$ cat src/rtl/host_link_sequencer_pkg.sv
// Shared types and constants for the host link sequencer: FSM state encoding,
// framing constants and a counter-width helper.
package host_link_sequencer_pkg;

   typedef enum logic [2:0] {
      ST_IDLE      = 3'd0,
      ST_RX_WORD   = 3'd1,
      ST_START     = 3'd2,
      ST_WAIT_RISE = 3'd3,
      ST_WAIT_FALL = 3'd4,
      ST_TX_LOAD   = 3'd5,
      ST_TX_SEND   = 3'd6,
      ST_TX_WAIT   = 3'd7
   } seq_state_t;

   localparam logic [7:0] SYNC_BYTE      = 8'hA5;
   localparam int         BYTES_PER_WORD = 4;
   // Cycles the transmitter gets to raise busy before a byte counts as sent.
   localparam int         TX_ACK_WINDOW  = 4;

   function automatic int cnt_width(input int max_val);
      return (max_val < 2) ? 1 : $clog2(max_val + 1);
   endfunction

endpackage

$ cat src/rtl/host_link_sequencer_timeout.sv
// Down-counting timeout: load arms it with TIMEOUT, expire flags the last
// counted cycle so the owner can act on that same edge.
module seq_timeout_counter
   import host_link_sequencer_pkg::*;
#(
   parameter int TIMEOUT = 100
) (
   input  logic i_Clk,
   input  logic i_Rst,
   input  logic load,
   input  logic clear,
   output logic expire
);

   localparam int CNT_W = cnt_width(TIMEOUT);

   logic [CNT_W-1:0] count;

   always_ff @(posedge i_Clk or posedge i_Rst) begin
      if (i_Rst)
         count <= '0;
      else if (load)
         count <= CNT_W'(TIMEOUT);
      else if (clear)
         count <= '0;
      else if (count != '0)
         count <= count - CNT_W'(1);
   end

   assign expire = (count == CNT_W'(1));

endmodule

$ cat src/rtl/host_link_sequencer.sv
// Host link sequencer: receives operand words over UART, kicks the processor,
// then streams the result words back to the host LSB first.
//
// state      | meaning
// IDLE       | hunting for the sync byte
// RX_WORD    | assembling operand bytes, writing each full word
// START      | one-cycle processor start pulse
// WAIT_RISE  | waiting for processor busy to assert
// WAIT_FALL  | waiting for processor busy to drop
// TX_LOAD    | result word read latency, then latch into shift register
// TX_SEND    | request transmission of the current byte
// TX_WAIT    | waiting for the transmitter to finish the byte
module host_link_sequencer
   import host_link_sequencer_pkg::*;
#(
   parameter int N_IN         = 4,
   parameter int N_OUT        = 1,
   parameter int GAP_TIMEOUT  = 5_000_000,
   parameter int PROC_TIMEOUT = 50_000_000
) (
   input  logic        i_Clk,
   input  logic        i_Rst,
   input  logic [7:0]  i_rx_data,
   input  logic        i_rx_end,
   input  logic        i_txd_busy,
   output logic [7:0]  o_tx_data,
   output logic        o_send_to_computer,
   output logic [3:0]  o_mem_index,
   output logic [31:0] o_rx_number,
   output logic        o_mem_we,
   input  logic [31:0] i_tx_number,
   output logic        o_proc_start,
   input  logic        i_proc_busy,
   output logic [2:0]  o_state,
   output logic        o_error
);

   seq_state_t  state, state_nxt;
   logic [1:0]  byte_cnt, byte_cnt_nxt;
   logic [3:0]  word_cnt, word_cnt_nxt;
   logic [3:0]  res_cnt, res_cnt_nxt;
   logic [1:0]  ack_cnt, ack_cnt_nxt;
   logic        busy_seen, busy_seen_nxt;
   logic        load_dly, load_dly_nxt;
   logic [23:0] rx_shift, rx_shift_nxt;
   logic [31:0] tx_shift, tx_shift_nxt;
   logic [3:0]  mem_index, mem_index_nxt;
   logic [31:0] rx_number, rx_number_nxt;
   logic        mem_we, mem_we_nxt;
   logic        proc_start, proc_start_nxt;
   logic        error, error_nxt;
   logic        byte_done;

   logic gap_load, gap_clear, gap_expire;
   logic proc_load, proc_clear, proc_expire;

   assign gap_clear  = (state != ST_RX_WORD);
   assign proc_clear = (state != ST_WAIT_RISE) && (state != ST_WAIT_FALL);

   seq_timeout_counter #(.TIMEOUT(GAP_TIMEOUT)) u_gap_timeout (
      .i_Clk  (i_Clk),
      .i_Rst  (i_Rst),
      .load   (gap_load),
      .clear  (gap_clear),
      .expire (gap_expire)
   );

   seq_timeout_counter #(.TIMEOUT(PROC_TIMEOUT)) u_proc_timeout (
      .i_Clk  (i_Clk),
      .i_Rst  (i_Rst),
      .load   (proc_load),
      .clear  (proc_clear),
      .expire (proc_expire)
   );

   always_ff @(posedge i_Clk or posedge i_Rst) begin
      if (i_Rst) begin
         state      <= ST_IDLE;
         byte_cnt   <= '0;
         word_cnt   <= '0;
         res_cnt    <= '0;
         ack_cnt    <= '0;
         busy_seen  <= 1'b0;
         load_dly   <= 1'b0;
         rx_shift   <= '0;
         tx_shift   <= '0;
         mem_index  <= '0;
         rx_number  <= '0;
         mem_we     <= 1'b0;
         proc_start <= 1'b0;
         error      <= 1'b0;
      end else begin
         state      <= state_nxt;
         byte_cnt   <= byte_cnt_nxt;
         word_cnt   <= word_cnt_nxt;
         res_cnt    <= res_cnt_nxt;
         ack_cnt    <= ack_cnt_nxt;
         busy_seen  <= busy_seen_nxt;
         load_dly   <= load_dly_nxt;
         rx_shift   <= rx_shift_nxt;
         tx_shift   <= tx_shift_nxt;
         mem_index  <= mem_index_nxt;
         rx_number  <= rx_number_nxt;
         mem_we     <= mem_we_nxt;
         proc_start <= proc_start_nxt;
         error      <= error_nxt;
      end
   end

   always_comb begin
      state_nxt      = state;
      byte_cnt_nxt   = byte_cnt;
      word_cnt_nxt   = word_cnt;
      res_cnt_nxt    = res_cnt;
      ack_cnt_nxt    = ack_cnt;
      busy_seen_nxt  = busy_seen;
      load_dly_nxt   = load_dly;
      rx_shift_nxt   = rx_shift;
      tx_shift_nxt   = tx_shift;
      mem_index_nxt  = mem_index;
      rx_number_nxt  = rx_number;
      mem_we_nxt     = 1'b0;
      proc_start_nxt = 1'b0;
      error_nxt      = error;
      gap_load       = 1'b0;
      proc_load      = 1'b0;
      byte_done      = 1'b0;

      case (state)
         ST_IDLE: begin
            if (i_rx_end && (i_rx_data == SYNC_BYTE)) begin
               state_nxt    = ST_RX_WORD;
               word_cnt_nxt = '0;
               byte_cnt_nxt = '0;
               error_nxt    = 1'b0;
               gap_load     = 1'b1;
            end
         end

         ST_RX_WORD: begin
            // A byte landing on the timeout cycle wins over the timeout.
            if (i_rx_end) begin
               gap_load     = 1'b1;
               rx_shift_nxt = {i_rx_data, rx_shift[23:8]};
               if (byte_cnt == 2'(BYTES_PER_WORD - 1)) begin
                  byte_cnt_nxt  = '0;
                  rx_number_nxt = {i_rx_data, rx_shift};
                  mem_index_nxt = word_cnt;
                  mem_we_nxt    = 1'b1;
                  word_cnt_nxt  = word_cnt + 4'd1;
                  if (word_cnt == 4'(N_IN - 1))
                     state_nxt = ST_START;
               end else begin
                  byte_cnt_nxt = byte_cnt + 2'd1;
               end
            end else if (gap_expire) begin
               state_nxt = ST_IDLE;
               error_nxt = 1'b1;
            end
         end

         // Entered while the last word's write strobe is high, so the start
         // pulse is issued one cycle later and the two never overlap.
         ST_START: begin
            proc_start_nxt = 1'b1;
            proc_load      = 1'b1;
            state_nxt      = ST_WAIT_RISE;
         end

         ST_WAIT_RISE: begin
            if (i_proc_busy) begin
               proc_load = 1'b1;
               state_nxt = ST_WAIT_FALL;
            end else if (proc_expire) begin
               state_nxt = ST_IDLE;
               error_nxt = 1'b1;
            end
         end

         ST_WAIT_FALL: begin
            if (!i_proc_busy) begin
               state_nxt     = ST_TX_LOAD;
               mem_index_nxt = 4'(N_IN);
               res_cnt_nxt   = '0;
               load_dly_nxt  = 1'b0;
            end else if (proc_expire) begin
               state_nxt = ST_IDLE;
               error_nxt = 1'b1;
            end
         end

         ST_TX_LOAD: begin
            if (!load_dly) begin
               load_dly_nxt = 1'b1;
            end else begin
               load_dly_nxt = 1'b0;
               tx_shift_nxt = i_tx_number;
               byte_cnt_nxt = '0;
               state_nxt    = ST_TX_SEND;
            end
         end

         ST_TX_SEND: begin
            if (!i_txd_busy) begin
               busy_seen_nxt = 1'b0;
               ack_cnt_nxt   = '0;
               state_nxt     = ST_TX_WAIT;
            end
         end

         ST_TX_WAIT: begin
            if (busy_seen)
               byte_done = !i_txd_busy;
            else
               byte_done = !i_txd_busy && (ack_cnt == 2'(TX_ACK_WINDOW - 1));

            if (byte_done) begin
               tx_shift_nxt = {8'h00, tx_shift[31:8]};
               if (byte_cnt == 2'(BYTES_PER_WORD - 1)) begin
                  res_cnt_nxt = res_cnt + 4'd1;
                  if (res_cnt == 4'(N_OUT - 1)) begin
                     state_nxt = ST_IDLE;
                  end else begin
                     mem_index_nxt = mem_index + 4'd1;
                     load_dly_nxt  = 1'b0;
                     state_nxt     = ST_TX_LOAD;
                  end
               end else begin
                  byte_cnt_nxt = byte_cnt + 2'd1;
                  state_nxt    = ST_TX_SEND;
               end
            end else if (i_txd_busy) begin
               busy_seen_nxt = 1'b1;
            end else begin
               ack_cnt_nxt = ack_cnt + 2'd1;
            end
         end

         default: state_nxt = ST_IDLE;
      endcase
   end

   assign o_state            = state;
   assign o_error            = error;
   assign o_mem_index        = mem_index;
   assign o_rx_number        = rx_number;
   assign o_mem_we           = mem_we;
   assign o_proc_start       = proc_start;
   assign o_tx_data          = tx_shift[7:0];
   assign o_send_to_computer = (state == ST_TX_SEND) && !i_txd_busy;

endmodule

$ cat config.mk
export PLATFORM = sky130hd
export DESIGN_NAME = host_link_sequencer
export DESIGN_NICKNAME = d
export VERILOG_FILES = /design/src/rtl/host_link_sequencer_pkg.sv /design/src/rtl/host_link_sequencer_timeout.sv /design/src/rtl/host_link_sequencer.sv
export SDC_FILE = /design/constraint.sdc
export NUM_CORES = 1
export LEC_CHECK = 0
export BUFFER_PORTS_ARGS = -buffer_cell sky130_fd_sc_hd__buf_2
export CORE_UTILIZATION = 40
export CTS_CLUSTER_SIZE = 40
export DETAILED_ROUTE_END_ITERATION = 6
export GPL_TIMING_DRIVEN = 0
export SLEW_MARGIN = 20
export SYNTH_ARGS = -nofsm -noshare
export SYNTH_HDL_FRONTEND = slang
export SYNTH_SLANG_ARGS = --single-unit
$ cat constraint.sdc
create_clock -name i_Clk -period 4.7 [get_ports i_Clk]
set_clock_uncertainty 0.05 [all_clocks]
set_input_delay 0.47 -clock i_Clk [delete_from_list [all_inputs] [get_ports i_Clk]]
set_output_delay 0.47 -clock i_Clk [all_outputs]
set_load 0.005 [all_outputs]
# [Yosys cells after proc, flatten, opt, wreduce, memory -nomap -nowiden]
# Cells that the tools add are included.
# Widths: inputs -> output; s select.
[totals] inputBits=45 wordCells=167 output_inout_bits=51 ff_bits=161
[classes] eq_ne=36 n_reduce_logical=31 addsub=7 mux=77
[op_table] op="$mux 26" n=3
[op_table] op="$mux 23" n=3
[op_table] op="$mux 32" n=2
[op_table] op="$pmux 32 s2" n=1
[op_table] op="$mux 4" n=12
[op_table] op="$mux 3" n=13
[op_table] op="$ne 2x2->1 const B" n=17
[op_table] op="$eq 26x1->1 const B" n=1
[op_table] op="$reduce_bool 26->1" n=1
[op_table] op="$sub 26x1->26 const B" n=1
[op_table] op="$pmux 3 s8" n=1
[op_table] op="$eq 23x1->1 const B" n=1
[op_table] op="$mux 1" n=23
[op_table] op="$reduce_bool 23->1" n=1
[op_table] op="$sub 23x1->23 const B" n=1
[op_table] op="$mux 2" n=9
[op_table] op="$pmux 4 s2" n=2
[op_table] op="$reduce_and 4->1" n=4
[op_table] op="$reduce_and 7->1" n=2
[op_table] op="$add 4x1->4 const B" n=3
[op_table] op="$eq 3x3->1 const B" n=4
[op_table] op="$ne 3x3->1 const B" n=4
[op_table] op="$pmux 4 s3" n=1
[op_table] op="$reduce_and 6->1" n=2
[op_table] op="23 further kinds" n=39

# [Longest topological paths before layout]
[depth] ltp_word=6 mapped_depth=8 mapped_depth_nobuf=7

# [Cells and area by module]
# A second synthesis with hierarchy kept.
[unflattened] cells_unflattened=838 hier_area_um2=7996.4
[modules_own_cells] module="host_link_sequencer" area_each_um2=5188.7 instances=1 cells_per_inst=531
[modules_own_cells] module="seq_timeout_counter (u_proc_timeout)" area_each_um2=1480.2 instances=1 cells_per_inst=163
[modules_own_cells] module="seq_timeout_counter (u_gap_timeout)" area_each_um2=1327.5 instances=1 cells_per_inst=144

# [Least setup slack after synthesis]
# Ideal clock, no wire load.
[synth_path] path_kind="register -> register" startpoint="register u_proc_timeout.count[19]" endpoint="register u_proc_timeout.count[8]" path_stages_with_launch=8 synth_period_minus_slack_ns=2.374 arrival_ns=2.192 setup_ns=0.132 setup_slack_ns=2.326 cell_sequence="dfrtp_1 -> or4_4 -> or4b_4 -> buf_6 -> buf_8 -> o31ai_2 -> xor2_1 -> nor2_1"
[synth_between] elab_chain_len=2
[synth_rtl] item="from (decl)" line_no="host_link_sequencer_timeout.sv:17" source="logic [CNT_W-1:0] count;"
[synth_rtl] item="from (signal assigned)" line_no="host_link_sequencer_timeout.sv:23" source="count <= CNT_W'(TIMEOUT);"
[synth_rtl] item="from (signal assigned)" line_no="host_link_sequencer_timeout.sv:27" source="count <= count - CNT_W'(1);"
[synth_rtl] item="$reduce_bool 26->1" line_no="host_link_sequencer_timeout.sv:26" source="else if (count != '0)"
[synth_rtl] item="$reduce_bool 3->1 (no source line)"
# Every way passes these cells.
# A chain may end at the register's enable or synchronous reset.

# [Worst setup path in the final report]
[layout_path] startpoint="register u_gap_timeout.count[15]" endpoint="register u_gap_timeout.count[15]"
[layout_between] elab_chain_len=4
[layout_rtl] item="from (decl)" line_no="host_link_sequencer_timeout.sv:17"
[layout_rtl] item="from (signal assigned)" line_no="host_link_sequencer_timeout.sv:23"
[layout_rtl] item="from (signal assigned)" line_no="host_link_sequencer_timeout.sv:27"
[layout_rtl] item="$sub 23x1->23" line_no="host_link_sequencer_timeout.sv:27"
[layout_rtl] item="$mux 23" line_no="host_link_sequencer_timeout.sv:26"
[layout_rtl] item="$mux 23" line_no="host_link_sequencer_timeout.sv:24" source="else if (clear)"
[layout_rtl] item="$mux 23" line_no="host_link_sequencer_timeout.sv:22" source="else if (load)"
# Parallel ways exist; a longest one is shown, timed or not. The select of a mux whose other input is x is not followed.

==> results.cfg <==
[cells_and_area]
mostFrequentLayoutCells = nand2_1 (173), dfrtp_1 (161), buf_2 (96)
final_nets = 1024
synthToLayoutAreaGrowth_pct = 19.1
final_common_cell = nand2_1
drive_above_1_share_pct = 20.3
fillers = 1847

[detailed_routing]
antenna_left = 0
first_pass_iters = 5
wl_per_cell_microns = 15.8
routed-via-count = 6661
via_per_inst = 5.34
drtIter0Drc = 364
finalWirelength_microns = 19700
drc = 0

[synthesis]
synth_area_sq_mm = 0.00800
avgSynthCellArea_sq_um = 9.40
async_reset_ff_share_pct = 100
synth_seq_cells = 161
synth-edff-count = 0
synth_ff_type = dfrtp_1
yosys_warnings = 0
synthCells = 851
synth.distinct_cells = 71
synth_fp_nets = 906
yosysSeqAreaShare_pct = 50.4

[floorplan]
io_pins = 96
chipWidth_microns = 143
num_rows = 51
die_h_microns = 143
start_util_pct = 41.0
fp.dieArea_sq_mm = 0.0206
core_sq_mm = 0.0195

[placement]
pre_cts_ws_ns = 1.85
gp_routability_congestion = 0.850
dp_hpwl_microns = 14200
port-buffer-count = 93

[global_routing]
grt_max_degree = 32
grtUsageTotal_pct = 20.1
antenna_found_initial = 2
grt_pass1_wl_microns = 32300
grt.overflow.total = 0
grt_pass1_vias = 6325

[sta]
timing.fmax_mhz = 344
final-hold-violation-count = 0
setup_viol = 0
fin_crit_sh_pct = 61.8
rsz0062_at_grt = no
tightest_slew_ns = 0.976
tns_ns = 0
min_period_ns = 2.90
fin_ws_ns = 1.80
slew_viol_final = 0
max-slew-margin-rel_pct = 34.3

[critical_path]
setup.worst_path.start_class = flip-flop
path_cells = nor4_1 > nand4_1 > nor3_2 > buf_2 > nor4_1 > mux2i_1
path_class = flip-flop to flip-flop
path_max_fanout = 10
timing.critical_path.buf_inv = 1
end_kind = flip-flop
path_delay_family = simple AND/OR/NAND/NOR gates
cp.arrival_ns = 3.15
required_ns = 4.95
critPathMostFrequentCell = nor4_1
cpMaxStageDelayCell = nor4_1
max_stage_delay_ns = 0.85

[clock_tree]
cts_max_level = 4
cts_max_path_buffers = 2
cts_root_buffer = clkbuf_16
clock_latency_ns = 0.44
cts_resized = 0
cts_tree = yes
clk_pin_slew_ns = 0.08
numCtsBuffers = 17
hold_buffers = 0
post_cts_buffers = 0
cts.sinks = 161

[power]
leakagePower_nw = 4.78
powerDensity_mw_per_mm2 = 494
vdd_drop_max_mv = 0.274

[status]
status = complete, no violations

[worst_hold_path]
hp-class = input port to asynchronous set/reset pin

[run]
drv_cap = 0
cell type report:
class | count | area (sq um) | share of cell area (%)
Timing Repair Buffer | 99 | 608 | 6.38
Clock buffer | 17 | 425 | 4.46
Inverter | 18 | 71.3 | 0.748
Tap cell | 265 | 332 | 3.48
Buffer | 56 | 270 | 2.84
Multi-Input combinational cell | 616 | 3630 | 38.1
Antenna cell | 1 | 2.50 | 0.0263
Clock inverter | 15 | 159 | 1.67
Sequential cell | 161 | 4030 | 42.3
registers in the layout (all words and copies together) (netlist names), 3 cells and up:
signal	cells
word_cnt	4
res_cnt	4
u_gap_timeout.count	23
u_proc_timeout.count	26
tx_shift	32
rx_shift	24
o_mem_index	4
o_rx_number	32
o_state	3
report_power, final:
group / internal, W / switching, W / total, W
combinational: 0.000651 / 0.000981 / 0.00163
sequential: 0.00157 / 0.000138 / 0.00171
clock: 0.000711 / 0.000649 / 0.00136
total: 0.00294 / 0.00177 / 0.00470
cells by family (layout without fill, tap and decap cells):
| group | Yosys count | in the layout | synth area share (%) |
|---|---|---|---|
| AO/OA/AOI/OAI | 174 | 174 | 14.6 |
| flip-flops | 161 | 161 | 50.4 |
| other | 0 | 1 | 0 |
| adder cells (fa/ha/maj) | 10 | 10 | 1.56 |
| multiplexers | 33 | 33 | 4.57 |
| XOR/XNOR | 21 | 21 | 2.30 |
| AND/OR/NAND/NOR | 378 | 378 | 22.4 |
| buffers and inverters | 74 | 205 | 4.22 |
stage by stage:
stage | total power (W) | util [%] | area, sq um | std cells | hold WS, ns
after floorplan | 0.00293 | - | 8000 | 851 | 0.385
after global placement | 0.00333 | 45.1 | 8800 | 1209 | 0.399
after detailed placement | 0.00337 | 45.8 | 8940 | 1215 | 0.407
after CTS | 0.00474 | 48.8 | 9530 | 1247 | 0.0116
after global routing | 0.00502 | 48.8 | 9530 | 1248 | 0.0250
final | 0.00470 | 48.8 | 9530 | 1248 | 0.0125
metal layers:
metal	vias to the layer above	track usage [%]	wire length (microns)
li1	3252	-	-
met1	3252	27.8	9510
met2	138	31.4	9070
met3	17	5.13	875
met4	2	4.87	189
met5	-	0	13
path summary, 6_finish.rpt:
check / from / to / slack, ns / depth (start not counted)
hold reg to reg: rx_shift[3] / o_rx_number[3] / 0.41 / 2
min in group i_Clk: i_tx_number[25] / tx_shift[25] / 0.21 / 2
max in group asynchronous: i_Rst / rx_shift[7] / 3.50 / 6
setup / recovery: u_gap_timeout.count[15] / u_gap_timeout.count[15] / 1.80 / 6
setup reg to reg: u_gap_timeout.count[15] / u_gap_timeout.count[15] / 1.80 / 6
hold / removal: i_Rst / u_proc_timeout.count[1] / 0.01 / 2
cell usage after synthesis, drive strengths merged, types with 12 or more instances:
cell type	number	area share [%]
nand2	173	8.1
dfrtp	161	50
nor2	84	3.9
clkbuf	38	1.8
o21ai	38	2.4
a31oi	37	2.9
a21oi	34	2.2
mux2	28	3.9
nor3	22	1.6
buf	18	1.6
inv	17	0.80
o31ai	16	2.0
nor4	15	1.3
xor2	14	1.5
or3	13	1.0
nand3	12	0.75
Note: power is estimated with default switching activity, not from simulation.
